<file path="config.mk">
export PLATFORM = sky130hd
export DESIGN_NAME = alu_operand_stage
export DESIGN_NICKNAME = d
export VERILOG_FILES = /design/src/rtl/alu_operand_stage_pkg.sv /design/src/rtl/onehot_prio_sel.sv /design/src/rtl/alu_operand_stage.sv
export SDC_FILE = /design/constraint.sdc
export NUM_CORES = 1
export LEC_CHECK = 0
export BUFFER_PORTS_ARGS = -buffer_cell sky130_fd_sc_hd__buf_2
export CAP_MARGIN = 25
export CORE_MARGIN = 2
export CORE_UTILIZATION = 45
export CTS_CLUSTER_DIAMETER = 30
export CTS_CLUSTER_SIZE = 8
export DETAILED_ROUTE_END_ITERATION = 6
export PLACE_DENSITY = 0.81
export SETUP_SLACK_MARGIN = 0.5
export SYNTH_ARGS = -nofsm -noshare
export SYNTH_HDL_FRONTEND = slang
export SYNTH_SLANG_ARGS = --single-unit
</file>
<file path="constraint.sdc">
create_clock -name clk -period 2.1 [get_ports clk]
set_input_delay 0.63 -clock clk [delete_from_list [all_inputs] [get_ports clk]]
set_output_delay 0.63 -clock clk [all_outputs]
set_load 0.005 [all_outputs]
</file>
<file path="src/rtl/alu_operand_stage_pkg.sv">
// Shared encodings and defaults for the ALU operand stages.
// Mode/state encodings, default source count and byte-source mask, source index names.
package alu_operand_stage_pkg;

    localparam int NUM_SRC_DEF = 6;
    localparam logic [NUM_SRC_DEF-1:0] BYTE_SRC_MASK_DEF = 6'b010001;

    localparam int SRC_REGFILE_8BIT  = 0;
    localparam int SRC_REGFILE_16BIT = 1;
    localparam int SRC_MEM_ADDR      = 2;
    localparam int SRC_MEM_DIN       = 3;
    localparam int SRC_INT_CTRL      = 4;
    localparam int SRC_PC            = 5;

    typedef enum logic [1:0] {
        MODE_DIRECT    = 2'd0,
        MODE_BYTE_PAIR = 2'd1,
        MODE_SEXT8     = 2'd2,
        MODE_RSVD      = 2'd3
    } mode_e;

    typedef enum logic [1:0] {
        ST_IDLE    = 2'd0,
        ST_WAIT_HI = 2'd1,
        ST_FULL    = 2'd2
    } state_e;

    // Reserved encoding decodes as DIRECT but is reported.
    function automatic logic mode_is_rsvd(input mode_e m);
        return m == MODE_RSVD;
    endfunction

endpackage

</file>
<file path="src/rtl/onehot_prio_sel.sv">
// Priority source select: highest set select bit wins, none set picks source 0.
// Latency: combinational, no state.
// Backpressure: none; pure function of select and source bus.
module onehot_prio_sel #(
    parameter int N = 6,
    parameter int W = 16,
    localparam int IDX_W = (N > 1) ? $clog2(N) : 1
) (
    input  logic [N-1:0]   sel,
    input  logic [N*W-1:0] src_dat,
    output logic [IDX_W-1:0] idx,
    output logic [W-1:0]   sel_dat,
    output logic           multi_hot
);

    always_comb begin
        idx     = '0;
        sel_dat = src_dat[W-1:0];
        for (int i = 1; i < N; i++) begin
            if (sel[i]) begin
                idx     = IDX_W'(i);
                sel_dat = src_dat[i*W +: W];
            end
        end
    end

    // Clearing the lowest set bit leaves something only when two or more were set.
    assign multi_hot = |(sel & (sel - N'(1)));

endmodule

</file>
<file path="src/rtl/alu_operand_stage.sv">
// Registered ALU operand-A select with width extension, byte-pair assembly and byte sign-extend.
// Latency: 1 cycle after acceptance (BYTE_PAIR: 1 cycle after the second beat).
// Backpressure: in_ready drops while a finished operand waits on out_ready; no bubble on drain+refill.
module alu_operand_stage
    import alu_operand_stage_pkg::*;
#(
    parameter int DATA_W = 16,
    parameter int NUM_SRC = NUM_SRC_DEF,
    parameter logic [NUM_SRC-1:0] BYTE_SRC_MASK = NUM_SRC'(BYTE_SRC_MASK_DEF)
) (
    input  logic                      clk,
    input  logic                      reset,
    input  logic                      flush,
    input  logic                      in_valid,
    output logic                      in_ready,
    input  logic [NUM_SRC-1:0]        data_select,
    input  logic [1:0]                mode,
    input  logic [NUM_SRC*DATA_W-1:0] src_data,
    output logic                      out_valid,
    input  logic                      out_ready,
    output logic [DATA_W-1:0]         data_out,
    output logic                      sel_err,
    output logic                      mode_err,
    input  logic                      err_clr
);

    localparam int IDX_W = (NUM_SRC > 1) ? $clog2(NUM_SRC) : 1;

    logic [IDX_W-1:0]  src_idx;
    logic [DATA_W-1:0] sel_dat;
    logic [DATA_W-1:0] raw;
    logic              multi_hot;

    state_e            state_q, state_d;
    logic [7:0]        lo_q, lo_d;
    logic [DATA_W-1:0] dout_q, dout_d;
    logic              sel_err_q, sel_err_d;
    logic              mode_err_q, mode_err_d;

    mode_e             mode_in;
    logic              accept;
    logic              first_beat;

    onehot_prio_sel #(
        .N (NUM_SRC),
        .W (DATA_W)
    ) u_sel (
        .sel       (data_select),
        .src_dat   (src_data),
        .idx       (src_idx),
        .sel_dat   (sel_dat),
        .multi_hot (multi_hot)
    );

    assign raw = BYTE_SRC_MASK[src_idx] ? DATA_W'(sel_dat[7:0]) : sel_dat;

    assign mode_in    = mode_e'(mode);
    assign in_ready   = (state_q != ST_FULL) || out_ready;
    assign accept     = in_valid && in_ready && !flush;
    // In FULL a beat is only accepted alongside out_ready, so it starts fresh.
    assign first_beat = (state_q != ST_WAIT_HI);

    always_comb begin
        state_d = state_q;
        lo_d    = lo_q;
        dout_d  = dout_q;

        if (state_q == ST_FULL && out_ready) begin
            state_d = ST_IDLE;
        end

        if (accept) begin
            if (!first_beat) begin
                dout_d  = DATA_W'({raw[7:0], lo_q});
                state_d = ST_FULL;
            end else begin
                case (mode_in)
                    MODE_BYTE_PAIR: begin
                        lo_d    = raw[7:0];
                        state_d = ST_WAIT_HI;
                    end
                    MODE_SEXT8: begin
                        dout_d  = DATA_W'($signed(raw[7:0]));
                        state_d = ST_FULL;
                    end
                    default: begin
                        dout_d  = raw;
                        state_d = ST_FULL;
                    end
                endcase
            end
        end

        if (flush) begin
            state_d = ST_IDLE;
            lo_d    = '0;
        end

        sel_err_d  = (accept && multi_hot) || (sel_err_q && !err_clr);
        mode_err_d = (accept && first_beat && mode_is_rsvd(mode_in)) ||
                     (mode_err_q && !err_clr);
    end

    always_ff @(posedge clk) begin
        if (reset) begin
            state_q    <= ST_IDLE;
            lo_q       <= '0;
            dout_q     <= '0;
            sel_err_q  <= 1'b0;
            mode_err_q <= 1'b0;
        end else begin
            state_q    <= state_d;
            lo_q       <= lo_d;
            dout_q     <= dout_d;
            sel_err_q  <= sel_err_d;
            mode_err_q <= mode_err_d;
        end
    end

    assign out_valid = (state_q == ST_FULL);
    assign data_out  = dout_q;
    assign sel_err   = sel_err_q;
    assign mode_err  = mode_err_q;

endmodule
</file>
==> impl_metrics.yaml <==
run_status:
  outcome: "complete, no violations"
global_routing:
  grt_max_degree: 21
  grt_pass1_wl_mm: 10.6
  gr-usage-all-layers_pct: 24.6
  grt.overflow.total: 0
  antenna_found_initial: 0
  grt_pass1_vias: 2337
layout:
  final_nets: 487
  area_delta_synth_final_pct: 44.1
  antennaDiodeCount: 0
  multi_input_area_um2: 1710
  nFillCells: 387
  post-route-util_pct: 67.9
  seq_area_um2: 563
  drive_gt1_share_pct: 57.2
route:
  drt.antenna.violating_nets: 0
  drc: 0
  routed_wl_mm: 7.00
  wire_per_inst_um: 15.8
  vias: 2471
  drt_first_pass_iters: 4
  drt-initial-drc-count: 139
  viasPerCell: 5.58
floorplan:
  fp.coreArea_um2: 4790
  fp.dieH_um: 74.8
  io_pins: 130
  die_w_um: 74.8
  rows: 25
  die_area_um2: 5590
  initial_core_util_pct: 47.1
sta:
  finClkSkew_ns: 0.00353
  finalSetupTns_ns: 0
  maxSlewViolCount: 0
  timing.hold.ws_ns: 0.453
  rsz0062_at_grt: "true"
  layout_min_cycle_time_ns: 1.84
  fin_ws_ns: 0.257
  timing_hold_violations_final: 0
  finalSetupViolCount: 0
  slew_headroom_pct: 64.0
  max_freq_mhz: 542
  tightest_slew_ns: 0.541
  finalCritPeriodShare_pct: 87.8
placed_design:
  dpl.hpwl_mm: 5.00
  post-place-ws_ns: 0.0188
  port_buffers: 113
  gp_congestion: 0.872
setup_path:
  crit_type: "in2out"
  cp-end-kind: "primary output"
  crit_fanout: 2
  crit_path_frequent_cell: "buf_6"
  crit_required_ns: 1.47
  r2r_cells: 6
  rr_startpoint: "state_q[1]"
  path_cells: "buf_6 > or3b_4 > buf_6"
  rr_endpoint: "data_out[6]"
  slowest_stage: "or3b_4"
  critPathLaunchType: "input pin"
  max_stage_delay_ns: 0.37
  ff2ff_setup_slack_ns: 0.42
  worstPathArrival_ns: 1.21
yosys:
  syn-cell-area_um2: 2250
  syn-num-nets: 372
  ys_seq_elements: 28
  synth_edf_count: 0
  synth_warnings: 0
  syn_inst: 262
  ys_seq_area_share_pct: 24.9
  synth_cell_types: 53
  yosys_most_used_dff: "dfxtp_1"
  async_flop_share_pct: 0
  syn_area_per_cell_um2: 8.60
clocking:
  clkLatencyLatePin_ns: 0.28
  cts_tree: "built"
  clockRootBuffer: "clkbuf_8"
  cts-buffers-inserted: 3
  clk_pin_slew_ns: 0.09
  cts_buffer_depth: 2
  cts_num_sinks: 28
  htreeDepth: 1
power_and_ir_drop:
  p_switching_w: 0.000421
  combPwrFrac_pct: 34.8
  peakVddDrop_uv: 290
  pwr-share-clk_pct: 24.5
  p_leak_nw: 1.48
  power_frac_seq_pct: 40.7
  swShare_pct: 30.3
  p_per_area_nw_per_um2: 427
  internal_power_w: 0.000967
hold_path:
  holdPathEnd: "data_out[11]"
  hp-class: "reg2reg"
  holdPathStages: 2
  holdCritStartpoint: "data_out[11]"
run:
  drv_cap: 0
[per-stage QoR]
| stage | power (W) | instances | area [um^2] |
|---|---|---|---|
| 2_1_floorplan | 0.000837 | 262 | 2310 |
| 3_3_place_gp | 0.000969 | 431 | 2830 |
| 3_5_place_dp | 0.000977 | 431 | 2830 |
| 4_1_cts | 0.00136 | 439 | 3110 |
| 5_1_grt | 0.00145 | 443 | 3250 |
| 6_report | 0.00139 | 443 | 3250 |
[critical path, delay by kind of cell]
kind	cells	cell delay, ns
AND/OR/NAND/NOR	1	0.37
buffers and inverters	2	0.21
[synth_stat cells, types with 3 or more instances]
cell | n | area share (%)
a311oi_1 | 7 | 2.7
nor3_1 | 9 | 2.0
nand2_1 | 44 | 7.3
nand3_2 | 7 | 3.1
nor2b_1 | 5 | 1.4
dfxtp_1 | 28 | 25
o21ai_1 | 7 | 1.6
a21oi_1 | 9 | 2.0
or2b_2 | 7 | 2.7
inv_1 | 4 | 0.67
nand3b_2 | 7 | 3.5
buf_2 | 3 | 0.67
a2111o_1 | 7 | 3.5
o21ai_0 | 5 | 1.1
nor2_1 | 20 | 3.3
clkbuf_8 | 4 | 2.4
o221ai_1 | 7 | 2.7
nor2_2 | 3 | 0.83
a311oi_2 | 7 | 4.7
mux2i_1 | 8 | 3.6
nand2b_1 | 3 | 0.83
a221oi_1 | 8 | 3.1
nor3b_2 | 3 | 1.7
buf_6 | 6 | 3.0
o2bb2ai_1 | 7 | 2.7
nor2b_2 | 6 | 2.3
nor3b_1 | 5 | 1.7
[layer usage]
| metal | GRT usage (%) | share of wire, % |
|---|---|---|
| met5 | 0 | 0 |
| met1 | 30.6 | 43 |
| met3 | 3.35 | 5.9 |
| met4 | 6.15 | 1.7 |
| met2 | 44.9 | 49 |
[final cells by class]
class | instances | share of cell area [%]
multi-input combinational | 210 | 52.6
timing repair buffer | 129 | 25.2
sequential | 28 | 17.3
tap | 67 | 2.58
clock buffer | 4 | 1.69
inverter | 5 | 0.578
[sequential cells by signal (all words and copies together), names as in the netlist]
signal / cells
data_out: 16
lo_q: 8
state_q: 2
mode_err: 1
sel_err: 1
[placed cells by master (no fill, tap or decap), drive strengths merged]
cell type and instances:
bufbuf 1, a21oi 9, nor3 11, or2 1, a311oi 14, a31o 2, a22o 1, nand2b 3
nand3 8, a2111oi 1, inv 5, a221oi 8, o211ai 1, o311ai 1, clkbuf 5, nor3b 8
buf 127, dfxtp 28, nor2b 11, and2b 1, nand2 45, a2111o 7, o21ai 12, a2bb2o 1
o311a 1, a41o 1, a32o 1, or3b 1, or2b 7, mux2i 8, o221ai 7, o2bb2ai 7
nor2 24, nand3b 8
[power groups by stage]
stage	combinational, W	clock, W	sequential, W
after global placement	0.000394	0	0.000575
after detailed placement	0.000402	0	0.000575
after floorplan	0.000260	0	0.000576
final	0.000483	0.000339	0.000565
after global routing	0.000524	0.000357	0.000567
after CTS	0.000451	0.000342	0.000564
[kinds of logic (layout without fill, tap and decap cells)]
family	after synthesis	after routing	synth area share [%]
muxes	8	8	3.55
buffers and inverters	24	138	8.99
DFF	28	28	24.9
and+or+nand+nor	128	128	34.3
AOI/OAI and AO/OA	74	74	28.3
[timing repair]
item	CTS	global route
endpoints found under the setup margin	19	27
hold buffers	0	0
buffers inserted	3	3
gates resized for setup	34	22
endpoints found under the hold margin	0	0
pin swaps	10	10
gates cloned	1	1
[worst max path at each step]
stage	start	end	slack, ns	cells past startpoint
finish	out_ready	in_ready	0.26	3
CTS	out_ready	in_ready	0.24	3
floorplan	data_select[3]	data_out[0]	0.32	7
global placement	data_select[1]	data_out[10]	0.05	7
detailed placement	data_select[1]	data_out[13]	0.02	6
global route	out_ready	in_ready	0.24	3
No activity file was read; power rests on OpenSTA's default activity.
